**src/rtl/rotary_bank_pkg.sv**
```systemverilog
// -----------------------------------------------------------------------------
// rotary_bank_pkg
//
// Purpose : Definitions shared by the rotary_bank top level and its per-channel
//           sub-module. It holds the instruction field positions, the opcode
//           values, the Ready/Error state encoding, the {B,A} quadrature codes
//           that the decoder looks for, and a helper that sizes the
//           channel-select register.
//
// Ports   : none (package).
// -----------------------------------------------------------------------------
package rotary_bank_pkg;

  // Instruction word layout: {opcode[3:0], imm[7:0]}.
  localparam int INST_WIDTH = 12;
  localparam int OP_MSB     = 11;
  localparam int OP_LSB     = 8;
  localparam int IMM_MSB    = 7;
  localparam int IMM_LSB    = 0;

  // Opcodes. The values 0x6..0xF are undefined and send the block to Error.
  localparam logic [3:0] OP_NOP   = 4'h0;
  localparam logic [3:0] OP_RDLS  = 4'h1;
  localparam logic [3:0] OP_RDRS  = 4'h2;
  localparam logic [3:0] OP_SEL   = 4'h3;
  localparam logic [3:0] OP_RDCNT = 4'h4;
  localparam logic [3:0] OP_CLR   = 4'h5;

  // Top-level FSM encoding. The state can leave Error only through reset.
  localparam logic [0:0] ST_READY = 1'b0;
  localparam logic [0:0] ST_ERROR = 1'b1;

  // One encoder sample, {B,A}.
  typedef logic [1:0] quad_t;

  localparam quad_t Q_A_ONLY = 2'b01;  // the left event needs this code first
  localparam quad_t Q_B_ONLY = 2'b10;  // the right event needs this code first
  localparam quad_t Q_BOTH   = 2'b11;  // both events complete on this code

  // Width of the channel-select register. It is never narrower than one bit,
  // so a single-channel build still has a legal register.
  function automatic int sel_width(input int channels);
    return (channels > 1) ? $clog2(channels) : 1;
  endfunction

endpackage : rotary_bank_pkg

```
**src/rtl/rotary_bank_channel.sv**
```systemverilog
// -----------------------------------------------------------------------------
// rotary_bank_channel
//
// Purpose : One quadrature encoder channel. The {B,A} pins pass through a
//           two-flop synchroniser and an optional debounce filter, then reach
//           an edge decoder. Decoded events set a sticky left or right flag
//           and move a saturating two's-complement position counter.
//
// Build option : define ROTARY_BANK_DEBOUNCE_EN to include the debounce filter.
//           When the macro is undefined, the synchroniser output feeds the
//           decoder directly and DEBOUNCE_CYCLES is ignored.
//
// Ports   :
//   clk_i        clock; all state changes on the rising edge
//   rst_i        asynchronous, active-high reset
//   rot_i[1:0]   raw {B,A} encoder pins (asynchronous)
//   clr_i        zero the counter and both flags (takes priority over events)
//   rd_left_i    read strobe for the left flag; clears the flag
//   rd_right_i   read strobe for the right flag; clears the flag
//   left_o       left flag OR a left event in this cycle
//   right_o      right flag OR a right event in this cycle
//   count_o      current position counter
// -----------------------------------------------------------------------------
module rotary_bank_channel
  import rotary_bank_pkg::*;
#(
  parameter int CNT_WIDTH       = 8,
  parameter int DEBOUNCE_CYCLES = 8
) (
  input  logic                 clk_i,
  input  logic                 rst_i,
  input  logic [1:0]           rot_i,
  input  logic                 clr_i,
  input  logic                 rd_left_i,
  input  logic                 rd_right_i,
  output logic                 left_o,
  output logic                 right_o,
  output logic [CNT_WIDTH-1:0] count_o
);

  localparam logic [CNT_WIDTH-1:0] CNT_MAX = {1'b0, {(CNT_WIDTH-1){1'b1}}};
  localparam logic [CNT_WIDTH-1:0] CNT_MIN = {1'b1, {(CNT_WIDTH-1){1'b0}}};
  localparam logic [CNT_WIDTH-1:0] CNT_ONE = {{(CNT_WIDTH-1){1'b0}}, 1'b1};

  // ---------------------------------------------------------------------------
  // Two-flop synchroniser
  // ---------------------------------------------------------------------------
  quad_t sync1_q;
  quad_t sync2_q;

  // NOTE: sequential blocks use non-blocking assignments only, so that every
  // flop samples the values that existed before the clock edge.
  always_ff @(posedge clk_i or posedge rst_i) begin
    if (rst_i) begin
      sync1_q <= '0;
      sync2_q <= '0;
    end else begin
      sync1_q <= rot_i;
      sync2_q <= sync1_q;
    end
  end

  // ---------------------------------------------------------------------------
  // Debounce filter (optional)
  // ---------------------------------------------------------------------------
  quad_t deb_val;

`ifdef ROTARY_BANK_DEBOUNCE_EN
  // stable_q holds the accepted value. cand_q holds the value that is
  // currently being timed, and stab_cnt_q counts how many consecutive cycles
  // cand_q has been seen. When the input changes, or returns to stable_q, the
  // count restarts, so a short pulse is discarded.
  quad_t      stable_q, stable_d;
  quad_t      cand_q, cand_d;
  logic [7:0] stab_cnt_q, stab_cnt_d;
  logic [7:0] cnt_next;

  // NOTE: every variable gets a default at the top of the block, so no path
  // can leave one unassigned and infer a latch.
  always_comb begin
    stable_d   = stable_q;
    cand_d     = cand_q;
    stab_cnt_d = stab_cnt_q;
    cnt_next   = (sync2_q == cand_q) ? stab_cnt_q + 8'd1 : 8'd1;

    if (sync2_q == stable_q) begin
      cand_d     = stable_q;
      stab_cnt_d = '0;
    end else if (cnt_next >= 8'(DEBOUNCE_CYCLES)) begin
      stable_d   = sync2_q;
      cand_d     = sync2_q;
      stab_cnt_d = '0;
    end else begin
      cand_d     = sync2_q;
      stab_cnt_d = cnt_next;
    end
  end

  always_ff @(posedge clk_i or posedge rst_i) begin
    if (rst_i) begin
      stable_q   <= '0;
      cand_q     <= '0;
      stab_cnt_q <= '0;
    end else begin
      stable_q   <= stable_d;
      cand_q     <= cand_d;
      stab_cnt_q <= stab_cnt_d;
    end
  end

  assign deb_val = stable_q;
`else
  // This build has no filter, so every change after the synchroniser reaches
  // the decoder.
  logic unused_debounce_cycles;
  assign unused_debounce_cycles = DEBOUNCE_CYCLES[0];
  assign deb_val = sync2_q;
`endif

  // ---------------------------------------------------------------------------
  // Edge decoder: compare the filtered value with the one from the previous
  // cycle. The two events need different previous codes, so at most one of
  // them can fire in a cycle.
  // ---------------------------------------------------------------------------
  quad_t prev_q;
  logic  ev_left;
  logic  ev_right;

  always_ff @(posedge clk_i or posedge rst_i) begin
    if (rst_i) prev_q <= '0;
    else       prev_q <= deb_val;
  end

  assign ev_left  = (prev_q == Q_A_ONLY) && (deb_val == Q_BOTH);
  assign ev_right = (prev_q == Q_B_ONLY) && (deb_val == Q_BOTH);

  // ---------------------------------------------------------------------------
  // Sticky flags and saturating counter. Priority from low to high is:
  // event, then read, then clear. A read therefore consumes an event that
  // arrives in the same cycle (the read output already includes it), and a
  // clear discards everything.
  // ---------------------------------------------------------------------------
  logic                 left_q, left_d;
  logic                 right_q, right_d;
  logic [CNT_WIDTH-1:0] count_q, count_d;

  always_comb begin
    left_d  = left_q;
    right_d = right_q;
    count_d = count_q;

    if (ev_left) begin
      left_d = 1'b1;
      if (count_q != CNT_MIN) count_d = count_q - CNT_ONE;
    end
    if (ev_right) begin
      right_d = 1'b1;
      if (count_q != CNT_MAX) count_d = count_q + CNT_ONE;
    end

    if (rd_left_i)  left_d  = 1'b0;
    if (rd_right_i) right_d = 1'b0;

    if (clr_i) begin
      left_d  = 1'b0;
      right_d = 1'b0;
      count_d = '0;
    end
  end

  always_ff @(posedge clk_i or posedge rst_i) begin
    if (rst_i) begin
      left_q  <= 1'b0;
      right_q <= 1'b0;
      count_q <= '0;
    end else begin
      left_q  <= left_d;
      right_q <= right_d;
      count_q <= count_d;
    end
  end

  assign left_o  = left_q  | ev_left;
  assign right_o = right_q | ev_right;
  assign count_o = count_q;

endmodule : rotary_bank_channel

```
**src/rtl/rotary_bank.sv**
```systemverilog
// -----------------------------------------------------------------------------
// rotary_bank
//
// Purpose : Multi-channel rotary encoder peripheral on the 12-bit instruction
//           bus. It holds the Ready/Error FSM, the channel-select register,
//           the instruction decode and the registered read results. Each
//           encoder is tracked by one rotary_bank_channel instance.
//
// Build option : ROTARY_BANK_DEBOUNCE_EN enables the per-channel debounce
//           filter (see rotary_bank_channel).
//
// Ports   :
//   clock                 sole clock, rising edge
//   reset                 asynchronous, active-high; clears all state
//   inst[11:0]            {opcode[3:0], imm[7:0]}
//   inst_en               execute inst on this edge
//   rotary[2*CHANNELS-1:0] {B,A} of channel c on rotary[2c+1:2c]
//   rotary_left_status    result of the last RDLS
//   rotary_right_status   result of the last RDRS
//   rotary_count          result of the last RDCNT
//   rotary_error          high while the block is in Error
// -----------------------------------------------------------------------------
module rotary_bank
  import rotary_bank_pkg::*;
#(
  parameter int CHANNELS        = 2,
  parameter int CNT_WIDTH       = 8,
  parameter int DEBOUNCE_CYCLES = 8
) (
  input  logic                    clock,
  input  logic                    reset,
  input  logic [INST_WIDTH-1:0]   inst,
  input  logic                    inst_en,
  input  logic [2*CHANNELS-1:0]   rotary,
  output logic                    rotary_left_status,
  output logic                    rotary_right_status,
  output logic [CNT_WIDTH-1:0]    rotary_count,
  output logic                    rotary_error
);

  localparam int SEL_W = sel_width(CHANNELS);

  // ---------------------------------------------------------------------------
  // Registered state
  // ---------------------------------------------------------------------------
  logic [0:0]           state_q, state_d;
  logic [SEL_W-1:0]     sel_q, sel_d;
  logic                 left_st_q, left_st_d;
  logic                 right_st_q, right_st_d;
  logic [CNT_WIDTH-1:0] count_st_q, count_st_d;

  // Channel-facing strobes; the generate loop routes them to sel_q only.
  logic do_rdl;
  logic do_rdr;
  logic do_clr;

  logic                 chan_left  [CHANNELS];
  logic                 chan_right [CHANNELS];
  logic [CNT_WIDTH-1:0] chan_count [CHANNELS];

  // ---------------------------------------------------------------------------
  // Instruction decode
  // ---------------------------------------------------------------------------
  logic [3:0] opcode;
  logic [7:0] imm;
  logic       exec;

  assign opcode = inst[OP_MSB:OP_LSB];
  assign imm    = inst[IMM_MSB:IMM_LSB];
  // In Error, instructions are ignored; the channels keep tracking.
  assign exec   = inst_en && (state_q == ST_READY);

  always_comb begin
    state_d    = state_q;
    sel_d      = sel_q;
    left_st_d  = left_st_q;
    right_st_d = right_st_q;
    count_st_d = count_st_q;
    do_rdl     = 1'b0;
    do_rdr     = 1'b0;
    do_clr     = 1'b0;

    if (exec) begin
      case (opcode)
        OP_NOP: begin
        end
        OP_RDLS: begin
          left_st_d = chan_left[sel_q];
          do_rdl    = 1'b1;
        end
        OP_RDRS: begin
          right_st_d = chan_right[sel_q];
          do_rdr     = 1'b1;
        end
        OP_SEL: begin
          // The new selection applies from the next instruction onward.
          if (32'(imm) < 32'(CHANNELS)) sel_d   = imm[SEL_W-1:0];
          else                          state_d = ST_ERROR;
        end
        OP_RDCNT: begin
          count_st_d = chan_count[sel_q];
        end
        OP_CLR: begin
          do_clr = 1'b1;
        end
        default: begin
          state_d = ST_ERROR;
        end
      endcase
    end
  end

  always_ff @(posedge clock or posedge reset) begin
    if (reset) begin
      state_q    <= ST_READY;
      sel_q      <= '0;
      left_st_q  <= 1'b0;
      right_st_q <= 1'b0;
      count_st_q <= '0;
    end else begin
      state_q    <= state_d;
      sel_q      <= sel_d;
      left_st_q  <= left_st_d;
      right_st_q <= right_st_d;
      count_st_q <= count_st_d;
    end
  end

  // ---------------------------------------------------------------------------
  // Channel instances
  // ---------------------------------------------------------------------------
  for (genvar c = 0; c < CHANNELS; c++) begin : g_chan
    logic hit;
    assign hit = (sel_q == SEL_W'(c));

    rotary_bank_channel #(
      .CNT_WIDTH       (CNT_WIDTH),
      .DEBOUNCE_CYCLES (DEBOUNCE_CYCLES)
    ) u_chan (
      .clk_i      (clock),
      .rst_i      (reset),
      .rot_i      (rotary[2*c +: 2]),
      .clr_i      (do_clr && hit),
      .rd_left_i  (do_rdl && hit),
      .rd_right_i (do_rdr && hit),
      .left_o     (chan_left[c]),
      .right_o    (chan_right[c]),
      .count_o    (chan_count[c])
    );
  end

  // ---------------------------------------------------------------------------
  // Outputs
  // ---------------------------------------------------------------------------
  assign rotary_left_status  = left_st_q;
  assign rotary_right_status = right_st_q;
  assign rotary_count        = count_st_q;
  assign rotary_error        = (state_q == ST_ERROR);

endmodule : rotary_bank

```
**config.mk**
```make
export PLATFORM = sky130hd
export DESIGN_NAME = rotary_bank
export DESIGN_NICKNAME = d
export VERILOG_FILES = /design/src/rtl/rotary_bank_pkg.sv /design/src/rtl/rotary_bank_channel.sv /design/src/rtl/rotary_bank.sv
export SDC_FILE = /design/constraint.sdc
export NUM_CORES = 1
export LEC_CHECK = 0
export ABC_AREA = 1
export CORE_MARGIN = 4
export CORE_UTILIZATION = 45
export CTS_BUF_LIST = sky130_fd_sc_hd__clkbuf_16
export CTS_CLUSTER_DIAMETER = 120
export DETAILED_ROUTE_END_ITERATION = 12
export DONT_BUFFER_PORTS = 1
export HOLD_SLACK_MARGIN = 0.03
export SYNTH_ARGS = -nofsm -noshare
export SYNTH_HDL_FRONTEND = slang
export SYNTH_SLANG_ARGS = --single-unit
```
**constraint.sdc**
```tcl
create_clock -name clock -period 2.8 [get_ports clock]
set_input_delay 0.56 -clock clock [delete_from_list [all_inputs] [get_ports clock]]
set_output_delay 0.56 -clock clock [all_outputs]
set_load 0.03 [all_outputs]
```
### After elaboration in Yosys (flattened, before gate mapping)

Cells that the tools add are included.

* flip-flop bits (word level): 44
* bits of input ports: 19
* logic and storage cells: 108

* $add $sub $neg: 4
* $lt $le $gt $ge: 2
* eq/ne operators: 16
* multiplexer cells: 39
* bitwise operators: 8
* reductions and logical operators: 22

Operators by type and width (count)
* 8-bit 2-to-1 mux: 13
* 1-bit 2-to-1 mux: 25
* 8-bit by 1-bit adder with 8-bit output (second input constant): 2
* 8-bit by 7-bit inequality test with 1-bit output (second input constant): 2
* 8-bit inequality test (second input constant): 2
* 8-bit by 1-bit subtractor with 8-bit output (second input constant): 2
* 3-bit nonzero test: 4
* 1-bit logical AND: 11
* 2-bit equality test (second input constant): 4
* 4-bit by 2-bit equality test with 1-bit output (second input constant): 2
* 4-bit by 3-bit equality test with 1-bit output (second input constant): 2
* 8-bit by 2-bit < comparator with 1-bit output (second input constant): 1
* 2-bit AND reduction: 3
* 3-bit AND reduction: 2
* 5-bit OR reduction: 1
* 2-bit by 1-bit equality test with 1-bit output (second input constant): 2
* 4-bit by 1-bit equality test with 1-bit output (second input constant): 1
* 4-bit zero test: 1
* 1-bit OR: 4
* 1-bit inverter: 3
* 2-bit >= comparator (second input constant): 1
* 2-bit inequality test (second input constant): 1
* 1-bit inverter with 2-bit output: 1
* 1-bit one-hot mux with 2 select lines: 1

### Logic depth before layout (Yosys ltp)

* depth after elaboration: 6
* gate-level depth with buffers: 10
* mapped depth without buffers: 10

### Modules after synthesis

A second synthesis with hierarchy kept.

* cell total of the unflattened synthesis: 387
* area, all modules: 2811.4 µm²

Modules (own cells, without submodules)
* rotary_bank_channel: times used 2, cells an instance 137, area an instance 1026.0 µm²
* rotary_bank: times used 1, cells an instance 113, area an instance 759.5 µm²

### Worst setup path after synthesis

Ideal clock, no wire load.

* kind: input to register
* start: input port inst_en
* end: register count_st_q[0] (netlist: rotary_count[0])
* data arrival time: 1423 ps
* path slack: 1295 ps
* cell stages on the path: 7
* buffers on the path: 1
* cell sequence: inv_1 -> nor2_4 -> nand2_2 -> nor4_4 -> buf_6 -> nor2_1 -> a31oi_1

* longest elaborated chain between the ends: 2

RTL lines
* from (decl): line rotary_bank.sv:33 `input logic inst_en,`
* 1-bit logical AND: line rotary_bank.sv:71 `assign exec = inst_en && (state_q == ST_READY);`
* 2-bit AND reduction (no source line)
* to (signal assigned): line rotary_bank.sv:125 `count_st_q <= count_st_d;`
* to (decl): line rotary_bank.sv:50 `logic [CNT_WIDTH-1:0] count_st_q, count_st_d;`

No other way between the ends.
A chain may end at the register's enable or synchronous reset.

### Final worst setup path

* start: register state_q (netlist: rotary_error)
* end: register count_st_q[4] (netlist: rotary_count[4])

* longest elaborated chain between the ends: 3

RTL lines
* from (decl): line rotary_bank.sv:46 `logic [0:0] state_q, state_d;`
* from (signal assigned): line rotary_bank.sv:121 `state_q <= state_d;`
* 1-bit inverter: line rotary_bank.sv:71
* 1-bit logical AND: line rotary_bank.sv:71
* 2-bit AND reduction (no source line)

No other way between the ends.

==> results.json <==
{
  "grtUsageTotal_pct": 16.3,
  "gr-total-overflow": 0,
  "synth_top_area_cell": "dfrtp_1",
  "max_freq_mhz": 570,
  "hold_buffers": 0,
  "yosysSeqAreaShare_pct": 43.3,
  "yosysUniqueCellTypes": 29,
  "syn_avg_cell_area_sq_um": 7.57,
  "avgViaCountPerCell": 5.20,
  "cts_htree_levels": 2,
  "path_max_fanout": 16,
  "cts_resized": 0,
  "syn2layout_area_growth_pct": 7.33,
  "clk_pin_slew_ns": 0.06,
  "finalCriticalPeriod_ns": 1.75,
  "ioPinCount": 30,
  "fp.dieH_um": 83.2,
  "cap_violations": 0,
  "cpPeakStageDelay_ns": 0.57,
  "crit_family": "simple AND/OR/NAND/NOR gates",
  "drv_slew": 0,
  "cts_buffer_depth": 2,
  "cts_made_buffers": 5,
  "wl_per_cell_um": 13.2,
  "syn_nets": 361,
  "wirelength_um": 5410,
  "ys_top_cells_by_area": "dfrtp_1, nand2_1, nor2_1",
  "power.density_nw_per_um2": 751,
  "syn_inst": 336,
  "via_count": 2126,
  "start_util_pct": 46.2,
  "tightest_slew_ns": 0.885,
  "drive_gt1_share_pct": 7.42,
  "startpoint_type": "flip-flop",
  "fin_cells": 409,
  "hold_viol": 0,
  "skew_ns": 0.00390,
  "slew_headroom_pct": 40.9,
  "netlist.area_leader.share_pct": 43.3,
  "fillers": 539,
  "irDropWorstVdd_mv": 0.340,
  "ant_nets": 0,
  "rsz0062_at_grt": "no",
  "fin_ws_ns": 1.05,
  "placedInstanceArea_sq_um": 2590,
  "grt_max_degree": 45,
  "hold_class": "primary input to flip-flop",
  "dp_hpwl_um": 4090,
  "grt_antenna_before_repair": 0,
  "drc": 0,
  "synth_warnings": 0,
  "grt_pass1_wl_um": 9310,
  "fin_crit_sh_pct": 62.6,
  "cts_root_buf": "clkbuf_16",
  "diodes": 0,
  "drt_first_pass_iters": 4,
  "post-place-cells": 401,
  "gp_congestion": 0.849,
  "cp_data_arrival_time_ns": 1.87,
  "cp_slowest_cell": "nor4_4",
  "worst_hold_slack_ns": 0.306,
  "cts_tree": "done",
  "status": "finished clean",
  "dp_slack_ns": 1.01,
  "stdcell_area_sq_um": 2730,
  "end_kind": "flip-flop",
  "core_area_sq_um": 5510,
  "crit_chain": "nor2_4 -> nand2_2 -> nor4_4 -> a31oi_1",
  "setup_viol": 0,
  "cts_setup_buffers": 0,
  "clk_latency_ns": 0.28,
  "die_area_sq_um": 6920,
  "clock-sinks": 44,
  "p_leak_nw": 1.27,
  "critPathRequiredTime_ns": 2.92,
  "die_x_um": 83.2,
  "setup_tns_ns": 0,
  "grt_pass1_vias": 2049,
  "cp_num_buf_inv": 0,
  "place.port_buffers": 0,
  "nNetsFinal": 361,
  "num_rows": 27,
  "critPathKind": "flip-flop to flip-flop",
  "drt_iter0_drc": 134,
  "syn_area_sq_um": 2540,
  "ys_ff_latch": 44
}
-- layout by cell type, fill, tap and decap left out, types with 2 or more instances in the layout --
master and n:
a21oi_1 16, a31oi_1 8, clkbuf_16 5, dfrtp_1 44
ha_1 6, inv_1 39, inv_2 4, nand2_1 74
nand2_2 4, nand3_1 28, nand4_1 11, nor2_1 50
nor2_4 4, nor3_1 8, nor4_1 2, nor4_4 2
o21ai_0 16, o21ai_1 3, xor2_1 4
-- synth_stat cells --
cell,instances
or2_2,1
dfrtp_1,44
inv_2,3
buf_4,2
o311ai_0,1
nand2_2,4
inv_1,39
nand4_1,11
o21ai_0,16
clkbuf_1,2
xor2_1,4
buf_2,2
o21ai_2,1
nor3_4,1
ha_1,6
nand2_1,74
o211ai_1,1
nor3_1,8
nand4_2,1
a21oi_1,16
nor4_4,2
o21ai_1,3
nand3_1,28
buf_6,1
nor4_1,2
nor2_4,4
a31oi_1,8
nor2_2,1
nor2_1,50
-- cell families (layout without fill, tap and decap cells) --
family                     Yosys count  count (layout)  share of synthesized area (%)
AOI/OAI and AO/OA                   46              46                           9.84
adders and majority gates            6               6                           2.95
xor gates and xnor gates             4               4                           1.38
DFF                                 44              44                           43.3
and+or+nand+nor                    187             187                           34.6
buffers and inverters               49              50                           7.92
-- layer usage --
metal,part of all wire (%),track usage (%),vias to the layer above
li1,-,-,1101
met1,49,21.7,968
met5,0,0,-
met3,5.3,4.17,6
met2,44,25.8,51
met4,1.4,5.35,0
-- final cells by class --
cell class / count / area, sq um / area share, %
Clock buffer: 5 / 125 / 4.58
Multi-Input combinational cell: 243 / 1240 / 45.5
Tap cell: 72 / 90.1 / 3.30
Inverter: 42 / 158 / 5.77
Sequential cell: 44 / 1100 / 40.3
Clock inverter: 3 / 15.0 / 0.550
-- state kept, by name (all words and copies together), names as in the netlist --
| name | flops |
|---|---|
| g_chan.u_chan.count_o | 16 |
| g_chan.u_chan.left_q | 2 |
| rotary_left_status | 1 |
| g_chan.u_chan.right_q | 2 |
| rotary_right_status | 1 |
| g_chan.u_chan.deb_val | 4 |
| g_chan.u_chan.sync1_q | 4 |
| rotary_error | 1 |
| g_chan.u_chan.prev_q | 4 |
| rotary_count | 8 |
| g_chan.hit | 1 |
-- through the flow --
step | total power [mW] | util [%]
2_1_floorplan | 1.39 | -
3_3_place_gp | 1.51 | 47.0
3_5_place_dp | 1.51 | 47.0
4_1_cts | 2.07 | 49.6
5_1_grt | 2.23 | 49.6
6_report | 2.05 | 49.6
-- report_power, final --
group	internal, mW	total (mW)	switching, mW
clock network	0.324	0.550	0.227
registers	0.747	0.938	0.190
logic	0.201	0.561	0.360
-- path summary, 6_finish.rpt --
kind                                                        from                                     to  slack [ns]  depth (start not counted)
min in group asynchronous                                  reset  g_chan[0].u_chan.deb_val[1]$_DFF_PP0_        0.35                          1
setup reg to reg                        rotary_error$_DFFE_PP0P_            rotary_count[4]$_DFFE_PP0P_        1.05                          4
hold reg to reg            g_chan[1].u_chan.sync1_q[0]$_DFF_PP0_  g_chan[1].u_chan.deb_val[0]$_DFF_PP0_        0.35                          0
hold / removal                                         rotary[3]  g_chan[1].u_chan.sync1_q[1]$_DFF_PP0_        0.31                          0
max in group asynchronous                                  reset  g_chan[1].u_chan.count_o[2]$_DFF_PP0_        1.90                          1
setup / recovery                        rotary_error$_DFFE_PP0P_            rotary_count[4]$_DFFE_PP0P_        1.05                          4
Power figures use the tool's default switching activity.
==> variant (same settings) <==
Build with the macro `ROTARY_BANK_DEBOUNCE_EN` defined.
--- a/src/rtl/rotary_bank_channel.sv
+++ b/src/rtl/rotary_bank_channel.sv
@@ -21,6 +21,8 @@
 //   right_o      right flag OR a right event in this cycle
 //   count_o      current position counter
 // -----------------------------------------------------------------------------
+`define ROTARY_BANK_DEBOUNCE_EN
+
 module rotary_bank_channel
   import rotary_bank_pkg::*;
 #(
Function: changed (a bounded check fails within 10 cycles, from zero or initial values and one cycle with reset high).
==> variant against the original RTL <==
- maximum frequency is essentially flat
- sequential power grew 52%
- sequential share of layout area grew 2.0 points
- core utilization grew 2.2 points
- worst setup slack lost 0.0013 ns
- cell area grew 47%
- total power grew 63%
- sequential cell count grew 24
- routed wire length grew 30%
- area after synthesis grew 42%
- critical endpoint is now g_chan[1].u_chan.count_o[7]
==> variant: results (changes against the original RTL) <==
status=finished, final reports clean (unchanged); first-pass GRT wire length=12320 µm (was 9308 µm); P_seq=1.43 mW (was 938 µW); Worst EP arrival=1.98 ns (was 1.87 ns); CP max-delay cell=dfrtp_1 (was nor4_4); htree depth=3 (was 2); VDD IR max=338.6 µV (was 339.9 µV); placed instance count=543 (was 401); via count=2808 (was 2126); switch share=0.3755 (was 0.3794); Slew @ Worst Pin=0.8292 ns (was 0.8848 ns); Inserted Clock Buffers=9 (was 5); largest net degree at the start of global routing=26 (was 45); Netlist cell types=42 (was 29); slowest stage delay, CP=0.49 ns (was 0.57 ns); Post-Synth Adder-Cell Area=0.02761 (was 0.02951); Worst Path Max Fanout=8 (was 16); clk_lat worst skew=0.33 ns (was 0.28 ns); Hold Crit Class=in2async (was in2reg); Setup Skew=0.006221 ns (was 0.003903 ns); Iter 0 DRT Violations=112 (was 134); nets=479 (was 361); Synth Area in Compound Gates=0.1067 (was 0.09838); top cells by area, synth=dfrtp_1 (47%), nand2_1 (11%), nor2_1 (4.9%) (was dfrtp_1 (43%), nand2_1 (11%), nor2_1 (7.4%)); Syn Area/Cell=8.219 µm² (was 7.571 µm²); drt wl/cell=12.59 µm (was 13.22 µm); Synth Area in XOR/XNOR=0.02416 (was 0.01377)
==> variant: cell types whose count changed after synthesis, sizes merged, moves of 3 or more <==
cell    delta
o21ai     +11
a31oi      -7
nor3b      +3
nor4       -3
inv        +8
dfrtp     +24
or2        +7
clkbuf     +4
nand2     +30
xnor2      +4
nand3      +3
o21a       +9
==> variant: per-stage QoR <==
step	area, µm²	worst slack (ns)	hold WS [ns]	util	total power [mW]
2_1_floorplan	3659	0.5285	0.3312	-	2.118
3_3_place_gp	3746	1.065	0.3370	0.4823	2.290
3_5_place_dp	3746	0.9922	0.3355	0.4823	2.307
4_1_cts	4024	1.032	0.1518	0.5180	3.370
5_1_grt	4024	0.8722	0.1689	0.5180	3.599
6_report	4024	1.045	0.1388	0.5180	3.350
==> variant: layer usage <==
metal  GRT usage  share of wire  vias to the layer above
li1            -              -                     1445
met1      0.2113           0.48                     1289
met2      0.2435           0.45                       64
met3     0.05071          0.059                       10
met4     0.05431          0.013                        0
met5           0              0                        -
==> variant: final timing paths <==
path | start | to | depth (start not counted)
worst max-delay path | rotary_error | g_chan[1].u_chan.count_o[7] | 8
worst min-delay path | reset | g_chan[0].u_chan.stab_cnt_q[2] | 1
worst max register to register | rotary_error | g_chan[1].u_chan.count_o[7] | 8
worst min register to register | g_chan[1].u_chan.sync1_q[1] | g_chan[1].u_chan.sync2_q[1] | 0
max in group asynchronous | reset | g_chan[0].u_chan.count_o[2] | 2
min in group clock | rotary[3] | g_chan[1].u_chan.sync1_q[1] | 0
==> variant: cell type report <==
class,instances,area (µm²)
fill,733,3744
multi-input combinational,320,1708
sequential,68,1702
clock buffer,9,225.2
inverter,51,193.9
tap,102,127.6
clock inverter,7,52.55
timing repair buffer,2,15.01
